**config.mk**
```make
export PLATFORM = sky130hd
export DESIGN_NAME = div_arbiter_flat
export DESIGN_NICKNAME = d
export VERILOG_FILES = /design/src/rtl/div_arbiter_if.sv /design/src/rtl/div_arbiter.sv /design/src/flat_wrapper.sv
export SDC_FILE = /design/constraint.sdc
export NUM_CORES = 1
export LEC_CHECK = 0
export ABC_AREA = 1
export BUFFER_PORTS_ARGS = -buffer_cell sky130_fd_sc_hd__clkbuf_2
export CAP_MARGIN = 0
export CORE_ASPECT_RATIO = 0.75
export CORE_MARGIN = 1.5
export CORE_UTILIZATION = 44
export DETAILED_ROUTE_END_ITERATION = 7
export HOLD_SLACK_MARGIN = 0.08
export PLACE_DENSITY = 0.76
export SYNTH_ARGS = -nofsm -noshare
export SYNTH_HDL_FRONTEND = slang
export SYNTH_SLANG_ARGS = --single-unit
```
**constraint.sdc**
```tcl
create_clock -name clk -period 3.55 [get_ports clk]
set_input_delay 0.355 -clock clk [delete_from_list [all_inputs] [get_ports clk]]
set_output_delay 0.355 -clock clk [all_outputs]
set_load 0.01 [all_outputs]
```
**src/rtl/div_arbiter_if.sv**
```systemverilog
// div_arbiter_if
// Bundles everything between the arbiter, its two requesters and the shared
// divider.
//   Requester side : req0/req1, a0/b0/a1/b1 in; ack0/ack1, vld0/vld1 and
//                    res0/res1 back out.
//   Divider side   : div_init, div_a, div_b out; div_done, div_result in.
//   Status         : busy, err.
// Modports:
//   slave  : the arbiter itself.
//   master : the environment, i.e. the requesters plus the divider.
interface div_arbiter_if;
  logic        req0;
  logic        req1;
  logic [15:0] a0;
  logic [15:0] b0;
  logic [15:0] a1;
  logic [15:0] b1;
  logic        ack0;
  logic        ack1;
  logic        vld0;
  logic        vld1;
  logic [31:0] res0;
  logic [31:0] res1;
  logic        div_init;
  logic [15:0] div_a;
  logic [15:0] div_b;
  logic        div_done;
  logic [31:0] div_result;
  logic        busy;
  logic        err;

  modport slave (
    input  req0, req1, a0, b0, a1, b1, div_done, div_result,
    output ack0, ack1, vld0, vld1, res0, res1, div_init, div_a, div_b,
           busy, err
  );

  modport master (
    output req0, req1, a0, b0, a1, b1, div_done, div_result,
    input  ack0, ack1, vld0, vld1, res0, res1, div_init, div_a, div_b,
           busy, err
  );
endinterface

```
**src/rtl/div_arbiter.sv**
```systemverilog
// div_arbiter
// Shares a single divider between two requesters. A granted job has its
// operands captured; a zero divisor is answered directly with all-ones,
// otherwise the divider is started and its result is forwarded back. A job
// the divider does not finish within TIMEOUT cycles is aborted with all-ones
// and sets the sticky err flag. One idle GAP cycle always separates two jobs.
// Ports:
//   clk   : rising-edge clock.
//   reset : asynchronous, active-high reset.
//   bus   : div_arbiter_if.slave carrying the requester, divider and status
//           signals.
module div_arbiter #(
  parameter int TIMEOUT = 64
) (
  input  logic           clk,
  input  logic           reset,
  div_arbiter_if.slave   bus
);

  localparam int CW = $clog2(TIMEOUT + 1);

  typedef enum logic [1:0] {IDLE, WAIT, DZ, GAP} state_t;

  state_t        state, state_n;
  logic          last, last_n;
  logic          cur, cur_n;
  logic [CW-1:0] cnt, cnt_n;
  logic          ack0, ack0_n;
  logic          ack1, ack1_n;
  logic          vld0, vld0_n;
  logic          vld1, vld1_n;
  logic          div_init, div_init_n;
  logic          err, err_n;
  logic [15:0]   div_a, div_a_n;
  logic [15:0]   div_b, div_b_n;
  logic [31:0]   res0, res0_n;
  logic [31:0]   res1, res1_n;

  logic          pick;
  logic [15:0]   sel_a;
  logic [15:0]   sel_b;
  logic          fin;
  logic [31:0]   fin_res;

  always_ff @(posedge clk or posedge reset) begin
    if (reset) begin
      state    <= IDLE;
      last     <= 1'b1;
      cur      <= 1'b0;
      cnt      <= '0;
      ack0     <= 1'b0;
      ack1     <= 1'b0;
      vld0     <= 1'b0;
      vld1     <= 1'b0;
      div_init <= 1'b0;
      err      <= 1'b0;
      div_a    <= '0;
      div_b    <= '0;
      res0     <= '0;
      res1     <= '0;
    end else begin
      state    <= state_n;
      last     <= last_n;
      cur      <= cur_n;
      cnt      <= cnt_n;
      ack0     <= ack0_n;
      ack1     <= ack1_n;
      vld0     <= vld0_n;
      vld1     <= vld1_n;
      div_init <= div_init_n;
      err      <= err_n;
      div_a    <= div_a_n;
      div_b    <= div_b_n;
      res0     <= res0_n;
      res1     <= res1_n;
    end
  end

  always_comb begin
    state_n    = state;
    last_n     = last;
    cur_n      = cur;
    cnt_n      = cnt;
    ack0_n     = 1'b0;
    ack1_n     = 1'b0;
    vld0_n     = 1'b0;
    vld1_n     = 1'b0;
    div_init_n = div_init;
    err_n      = err;
    div_a_n    = div_a;
    div_b_n    = div_b;
    res0_n     = res0;
    res1_n     = res1;
    fin        = 1'b0;
    fin_res    = 32'hFFFF_FFFF;

    // On a tie the requester not served last wins; otherwise whoever asks.
    pick  = (bus.req0 && bus.req1) ? ~last : bus.req1;
    sel_a = pick ? bus.a1 : bus.a0;
    sel_b = pick ? bus.b1 : bus.b0;

    case (state)
      IDLE: begin
        if (bus.req0 || bus.req1) begin
          div_a_n = sel_a;
          div_b_n = sel_b;
          ack0_n  = ~pick;
          ack1_n  = pick;
          last_n  = pick;
          cur_n   = pick;
          cnt_n   = '0;
          if (sel_b != 16'd0) begin
            div_init_n = 1'b1;
            state_n    = WAIT;
          end else begin
            state_n = DZ;
          end
        end
      end
      WAIT: begin
        // Completion wins over a timeout landing on the same cycle.
        if (bus.div_done) begin
          fin     = 1'b1;
          fin_res = bus.div_result;
        end else if (cnt == CW'(TIMEOUT - 1)) begin
          fin   = 1'b1;
          err_n = 1'b1;
        end else begin
          cnt_n = cnt + 1'b1;
        end
      end
      DZ: begin
        fin = 1'b1;
      end
      GAP: begin
        state_n = IDLE;
      end
      default: begin
        state_n = IDLE;
      end
    endcase

    if (fin) begin
      div_init_n = 1'b0;
      cnt_n      = '0;
      state_n    = GAP;
      if (cur) begin
        res1_n = fin_res;
        vld1_n = 1'b1;
      end else begin
        res0_n = fin_res;
        vld0_n = 1'b1;
      end
    end
  end

  assign bus.ack0     = ack0;
  assign bus.ack1     = ack1;
  assign bus.vld0     = vld0;
  assign bus.vld1     = vld1;
  assign bus.res0     = res0;
  assign bus.res1     = res1;
  assign bus.div_init = div_init;
  assign bus.div_a    = div_a;
  assign bus.div_b    = div_b;
  assign bus.err      = err;
  assign bus.busy     = (state != IDLE);

endmodule
```
**src/flat_wrapper.sv**
```systemverilog
// flat-port wrapper written by rule: the top's interface ports become plain ports
module div_arbiter_flat 
#(
  parameter int TIMEOUT = 64
)
  (clk, reset, bus_req0, bus_req1, bus_a0, bus_b0, bus_a1, bus_b1, bus_div_done, bus_div_result, bus_ack0, bus_ack1, bus_vld0, bus_vld1, bus_res0, bus_res1, bus_div_init, bus_div_a, bus_div_b, bus_busy, bus_err);
  div_arbiter_if bus_i ();
  input  logic clk;
  input  logic reset;
  input wire logic [$bits(bus_i.req0)-1:0] bus_req0;
  input wire logic [$bits(bus_i.req1)-1:0] bus_req1;
  input wire logic [$bits(bus_i.a0)-1:0] bus_a0;
  input wire logic [$bits(bus_i.b0)-1:0] bus_b0;
  input wire logic [$bits(bus_i.a1)-1:0] bus_a1;
  input wire logic [$bits(bus_i.b1)-1:0] bus_b1;
  input wire logic [$bits(bus_i.div_done)-1:0] bus_div_done;
  input wire logic [$bits(bus_i.div_result)-1:0] bus_div_result;
  output wire logic [$bits(bus_i.ack0)-1:0] bus_ack0;
  output wire logic [$bits(bus_i.ack1)-1:0] bus_ack1;
  output wire logic [$bits(bus_i.vld0)-1:0] bus_vld0;
  output wire logic [$bits(bus_i.vld1)-1:0] bus_vld1;
  output wire logic [$bits(bus_i.res0)-1:0] bus_res0;
  output wire logic [$bits(bus_i.res1)-1:0] bus_res1;
  output wire logic [$bits(bus_i.div_init)-1:0] bus_div_init;
  output wire logic [$bits(bus_i.div_a)-1:0] bus_div_a;
  output wire logic [$bits(bus_i.div_b)-1:0] bus_div_b;
  output wire logic [$bits(bus_i.busy)-1:0] bus_busy;
  output wire logic [$bits(bus_i.err)-1:0] bus_err;
  assign bus_i.req0 = bus_req0;
  assign bus_i.req1 = bus_req1;
  assign bus_i.a0 = bus_a0;
  assign bus_i.b0 = bus_b0;
  assign bus_i.a1 = bus_a1;
  assign bus_i.b1 = bus_b1;
  assign bus_i.div_done = bus_div_done;
  assign bus_i.div_result = bus_div_result;
  assign bus_ack0 = bus_i.ack0;
  assign bus_ack1 = bus_i.ack1;
  assign bus_vld0 = bus_i.vld0;
  assign bus_vld1 = bus_i.vld1;
  assign bus_res0 = bus_i.res0;
  assign bus_res1 = bus_i.res1;
  assign bus_div_init = bus_i.div_init;
  assign bus_div_a = bus_i.div_a;
  assign bus_div_b = bus_i.div_b;
  assign bus_busy = bus_i.busy;
  assign bus_err = bus_i.err;
  div_arbiter #(.TIMEOUT(TIMEOUT)) u_core (.clk(clk), .reset(reset), .bus(bus_i));
endmodule
```
**After elaboration in Yosys (flattened, before gate mapping)**

Index checks and enable logic that the tools add are counted.
Widths: inputs -> output; s select.

- Output and inout port bits: 103
- Bits in registers: 113
- Bits in writable memories: 0
- Input bits: 101
- Word-level logic and storage cells: 72
- Latch bits: 0
- ROM bits: 0
- Memories kept: 0

- Div/mod/pow operators: 0
- Magnitude comparators: 0
- Reductions and logical operators: 17
- Bitwise gates (word level): 4
- Equal/unequal tests: 7
- Multipliers: 0
- Multiplexer cells: 29
- Shifts and indexed selects: 0
- Add/sub/neg operators: 1

Operators with widths:

| cell | count |
|---|---|
| $mux 32 | 2 |
| $mux 16 | 2 |
| $mux 7 | 4 |
| $reduce_bool 16->1 | 1 |
| $mux 1 | 15 |
| $pmux 7 s2 | 1 |
| $reduce_and 2->1 | 4 |
| $reduce_bool 2->1 | 4 |
| $add 7x1->7 const B | 1 |
| $eq 7x6->1 const B | 1 |
| $mux 2 | 3 |
| $ne 3x2->1 const B | 2 |
| $reduce_and 3->1 | 2 |
| $reduce_bool 3->1 | 2 |
| $eq 2x2->1 const B | 2 |
| $not 1->1 | 4 |
| $pmux 2 s2 | 1 |
| $reduce_and 4->1 | 1 |
| $ne 3x1->1 const B | 1 |
| $eq 2x1->1 const B | 1 |
| $logic_not 2->1 | 1 |
| $pmux 1 s2 | 1 |
| $logic_and 1x1->1 | 1 |
| $logic_or 1x1->1 | 1 |

**Logic depth before layout (Yosys ltp)**

- Word-level depth: 8
- Gate-level depth with buffers: 11
- Depth with buffers taken out: 11

**Worst setup path after synthesis**

No wires, ideal clock.

- Kind: register to register
- Start point: register u_core.cnt[0]
- End point: register u_core.res1[1], in the netlist u_core.bus.res1[1]
- Period minus slack after synthesis: 1.628 ns
- Library setup time: 0.123 ns
- Path buffers: 2
- Stages on the path, launching flop included: 11
- Slack: 1.922 ns
- Data arrival time: 1.505 ns
- Required time: 3.427 ns
- Path through: dfrtp_1 ha_1 nand3_2 nor3_2 nand2_1 nand3_1 nand2_2 buf_6 buf_2 o21ai_0 nand2_1

- Longest elaborated chain between the ends: 5

Ends and longest elaborated chain:

| element | line | RTL |
|---|---|---|
| from (decl) | div_arbiter.sv:27 | `logic [CW-1:0] cnt, cnt_n;` |
| from (signal assigned) | div_arbiter.sv:65 | `cnt <= cnt_n;` |
| $eq 7x6->1 | div_arbiter.sv:125 | `end else if (cnt == CW'(TIMEOUT - 1)) begin` |
| $mux 1 | div_arbiter.sv:125 |  |
| $mux 1 | div_arbiter.sv:122 | `if (bus.div_done) begin` |
| $pmux 1 s2 | div_arbiter.sv:102 | `case (state)` |
| $reduce_and 2->1 (no line) | n/a |  |
| to (signal assigned) | div_arbiter.sv:75 | `res1 <= res1_n;` |
| to (decl) | div_arbiter.sv:37 | `logic [31:0] res1, res1_n;` |

No other way between the ends.
A chain may end at the register's enable or synchronous reset.

**Final worst setup path**

- Start point: register u_core.state[1]
- End point: register u_core.res1[10], in the netlist u_core.bus.res1[10]

- Longest elaborated chain between the ends: 3
- Elaborated cells between the ends (all ways): 5
- Those cells by class: eq/ne (2); mux (2); reduce/logical (1)

Ends and longest elaborated chain:

| element | line | RTL |
|---|---|---|
| from (decl) | div_arbiter.sv:24 | `state_t state, state_n;` |
| from (signal assigned) | div_arbiter.sv:62 | `state <= state_n;` |
| $eq 2x2->1 / $eq 2x1->1 (equally long branches) | div_arbiter.sv:102 |  |
| $pmux 1 s2 | div_arbiter.sv:102 |  |
| $reduce_and 2->1 (no line) | n/a |  |

Parallel ways exist; a longest one is shown, timed or not.

==> run metrics <==
most common cell after layout, fill and taps aside=clkbuf_2; grt ovf=0; IO Port Bufs=just over 200; Antenna Cells=0; register area=around 2800 µm²; CTS buffer count=17; Total Routed Length=13900 µm; Core Area=11600 µm²; Rows=34; register area share after synthesis=0.542; Combinational Power Share=0.403; area of the multi-input gates=around 2100 µm²; worst-margin pin slew=834 ps; worst vdd ir=roughly 420 µV; Period Utilization, post-route=0.714; die area=12500 µm²; post-placement cell count=959; Worst R2R Path Depth=9; Worst-Skew Late Latency=400 ps; global-route wire length before repair=23100 µm; cells after synthesis=623; fmax=395 MHz; run status=completed; RSZ-0062 raised after global routing=false; Longest Clk Path Bufs=2; CP Launch Type=flop; gr usage total=0.235; global placement routability congestion=0.840; setup TNS=0 ps; CTS tree=built; worst r2r src=u_core.state[1]; main flop type after synthesis=dfrtp_1; vias per inst=between 4 and 5; wire length per cell=roughly 14 µm; fin crit period=2530 ps; Int Pwr=0.00404 W; Starting Density=0.451; PostCTS Resize Cnt=0; most frequent cells in the layout=clkbuf_2 (203), nand2_1 (200), dfrtp_1 (112), o21ai_0 (93), nor2_1 (52); layout cells sized above 1=0.355; Fin Clk Skew=7.79 ps; cts hold-fix bufs=0; async set-reset flop share out of synthesis=1.00; fin. max-slew vios=0; largest net degree at the start of global routing=69; Yosys warnings=0; Clock transition at path regs=60 ps; leakage power figure=3.54 nW; num ports=204; Final Hold Viols=0; Routed Antenna Nets=0; utilization after layout=0.598; Critical Path End Type=flop; endpoints failing setup=0; Final nets=923; drt drc=0; Die Ht=around 97 µm; critical path peak fanout=between 40 and 50; CP Data Arrival Time=between 2000 and 3000 ps; Reg power frac=0.338; Avg Inst Size Synth=8.38 µm²; total number of vias=4819; Setup CP Type=flop to flop; filler instances=~1000; post-synthesis cell area=5220 µm²; final non-filler cell total=a little under 1000; H-tree depth=4; Post-Synthesis Net Count=between 700 and 800; Sw Pwr=0.00266 W; HP Class=input port to async pin; sw frac=0.397; Worst Path Required=slightly below 4000 ps; Post-CTS Setup Inserts=0; clock group share of total power=0.259; drt initial violations=about 370; post-synthesis sequential element count=113; Die W=about 130 µm; pre-CTS setup slack=1030 ps; Final WS setup=1020 ps; Max-Cap Viols=0; clk sink count=between 100 and 150; post-synth cell types=28; Area growth syn-to-layout=32.4%; Min Hold Slack=80.0 ps; CTS root buffer=clkbuf_16; Slew HR=0.444; DR pass1 iterations=4; initial antenna violation count=0; vias in the first global route=4733; Final HPWL DP=9580 µm; count of flip-flops with a built-in enable after synthesis=0; CP startpoint=u_core.state[1]; Power Density=about 970 nW/µm²
state kept, by name (all words and copies together) (netlist names):
signal / flops
u_core.bus.ack0: 1
u_core.bus.ack1: 1
u_core.bus.div_a: 16
u_core.bus.div_b: 16
u_core.bus.div_init: 1
u_core.bus.err: 1
u_core.bus.res0: 32
u_core.bus.res1: 32
u_core.bus.vld0: 1
u_core.bus.vld1: 1
u_core.cnt: 7
u_core.cur: 1
u_core.last: 1
u_core.state: 2
per-layer routing:
metal,global-route usage,part of all wire
met1,0.320,0.46
met2,0.366,0.46
met3,0.0639,0.071
met4,0.0778,0.0083
met5,0,0
worst paths after layout:
path | to | slack, ps
max | u_core.bus.res1[10] | 1020
min | u_core.bus.vld0 | 80
max reg2reg | u_core.bus.res1[10] | 1020
min reg2reg | u_core.bus.err | 480
max in group asynchronous | u_core.last | 2590
min in group clk | u_core.bus.err | 170
worst max-delay path, cell delays in order, from the launching register on:
cell	delay (ps)
dfrtp_1	410
inv_1	80
ha_1	220
nand2_1	70
buf_4	290
nand3_1	140
nand2_2	580
buf_4	440
o21ai_0	130
nand2_1	100
cell type report:
cell class,count,share of cell area
Timing Repair Buffer,211,0.156
Multi-Input combinational cell,457,0.309
Clock inverter,10,0.0194
Tap cell,162,0.0293
Sequential cell,113,0.409
Inverter,16,0.00905
Clock buffer,21,0.0680
synthesized netlist by cell type (2+ instances only):
library cell | instances | area share
nand2_2 | 11 | 0.013
or2_2 | 32 | 0.038
buf_4 | 3 | 0.0043
inv_1 | 13 | 0.0093
nand3_1 | 19 | 0.018
nor2_1 | 52 | 0.037
ha_1 | 6 | 0.014
buf_6 | 3 | 0.0065
buf_2 | 5 | 0.0048
nor2_2 | 2 | 0.0024
a31oi_1 | 16 | 0.019
clkbuf_2 | 6 | 0.0058
o21ai_0 | 93 | 0.089
clkbuf_1 | 19 | 0.014
inv_2 | 3 | 0.0022
o21ai_1 | 13 | 0.012
dfrtp_1 | 112 | 0.54
a21oi_1 | 5 | 0.0048
xor2_1 | 2 | 0.0034
nand2_1 | 200 | 0.14
through the flow:
step | area [µm²] | total power (W)
2_1_floorplan | 5220 | 0.00398
3_3_place_gp | 6310 | 0.00494
3_5_place_dp | 6310 | 0.00501
4_1_cts | 6910 | 0.00677
5_1_grt | 6910 | 0.00725
6_report | 6910 | 0.00670
cells by family (layout without fill, tap and decap cells):
family,Yosys count,count (layout),share of synthesized area
xor gates and xnor gates,3,3,0.00503
buffers and inverters,53,258,0.0494
and+or+nand+nor,320,320,0.262
adders and majority gates,6,6,0.0144
AOI/OAI and AO/OA,128,128,0.127
DFF,113,113,0.542
power by group through the flow:
stage / registers (W) / clock network (W) / logic [W]
after floorplan: 0.00252 / 0 / 0.00146
after global placement: 0.00228 / 0 / 0.00266
after detailed placement: 0.00228 / 0 / 0.00273
after CTS: 0.00227 / 0.00176 / 0.00274
after global routing: 0.00234 / 0.00183 / 0.00307
final: 0.00227 / 0.00173 / 0.00270
Power figures use the tool's default switching activity.
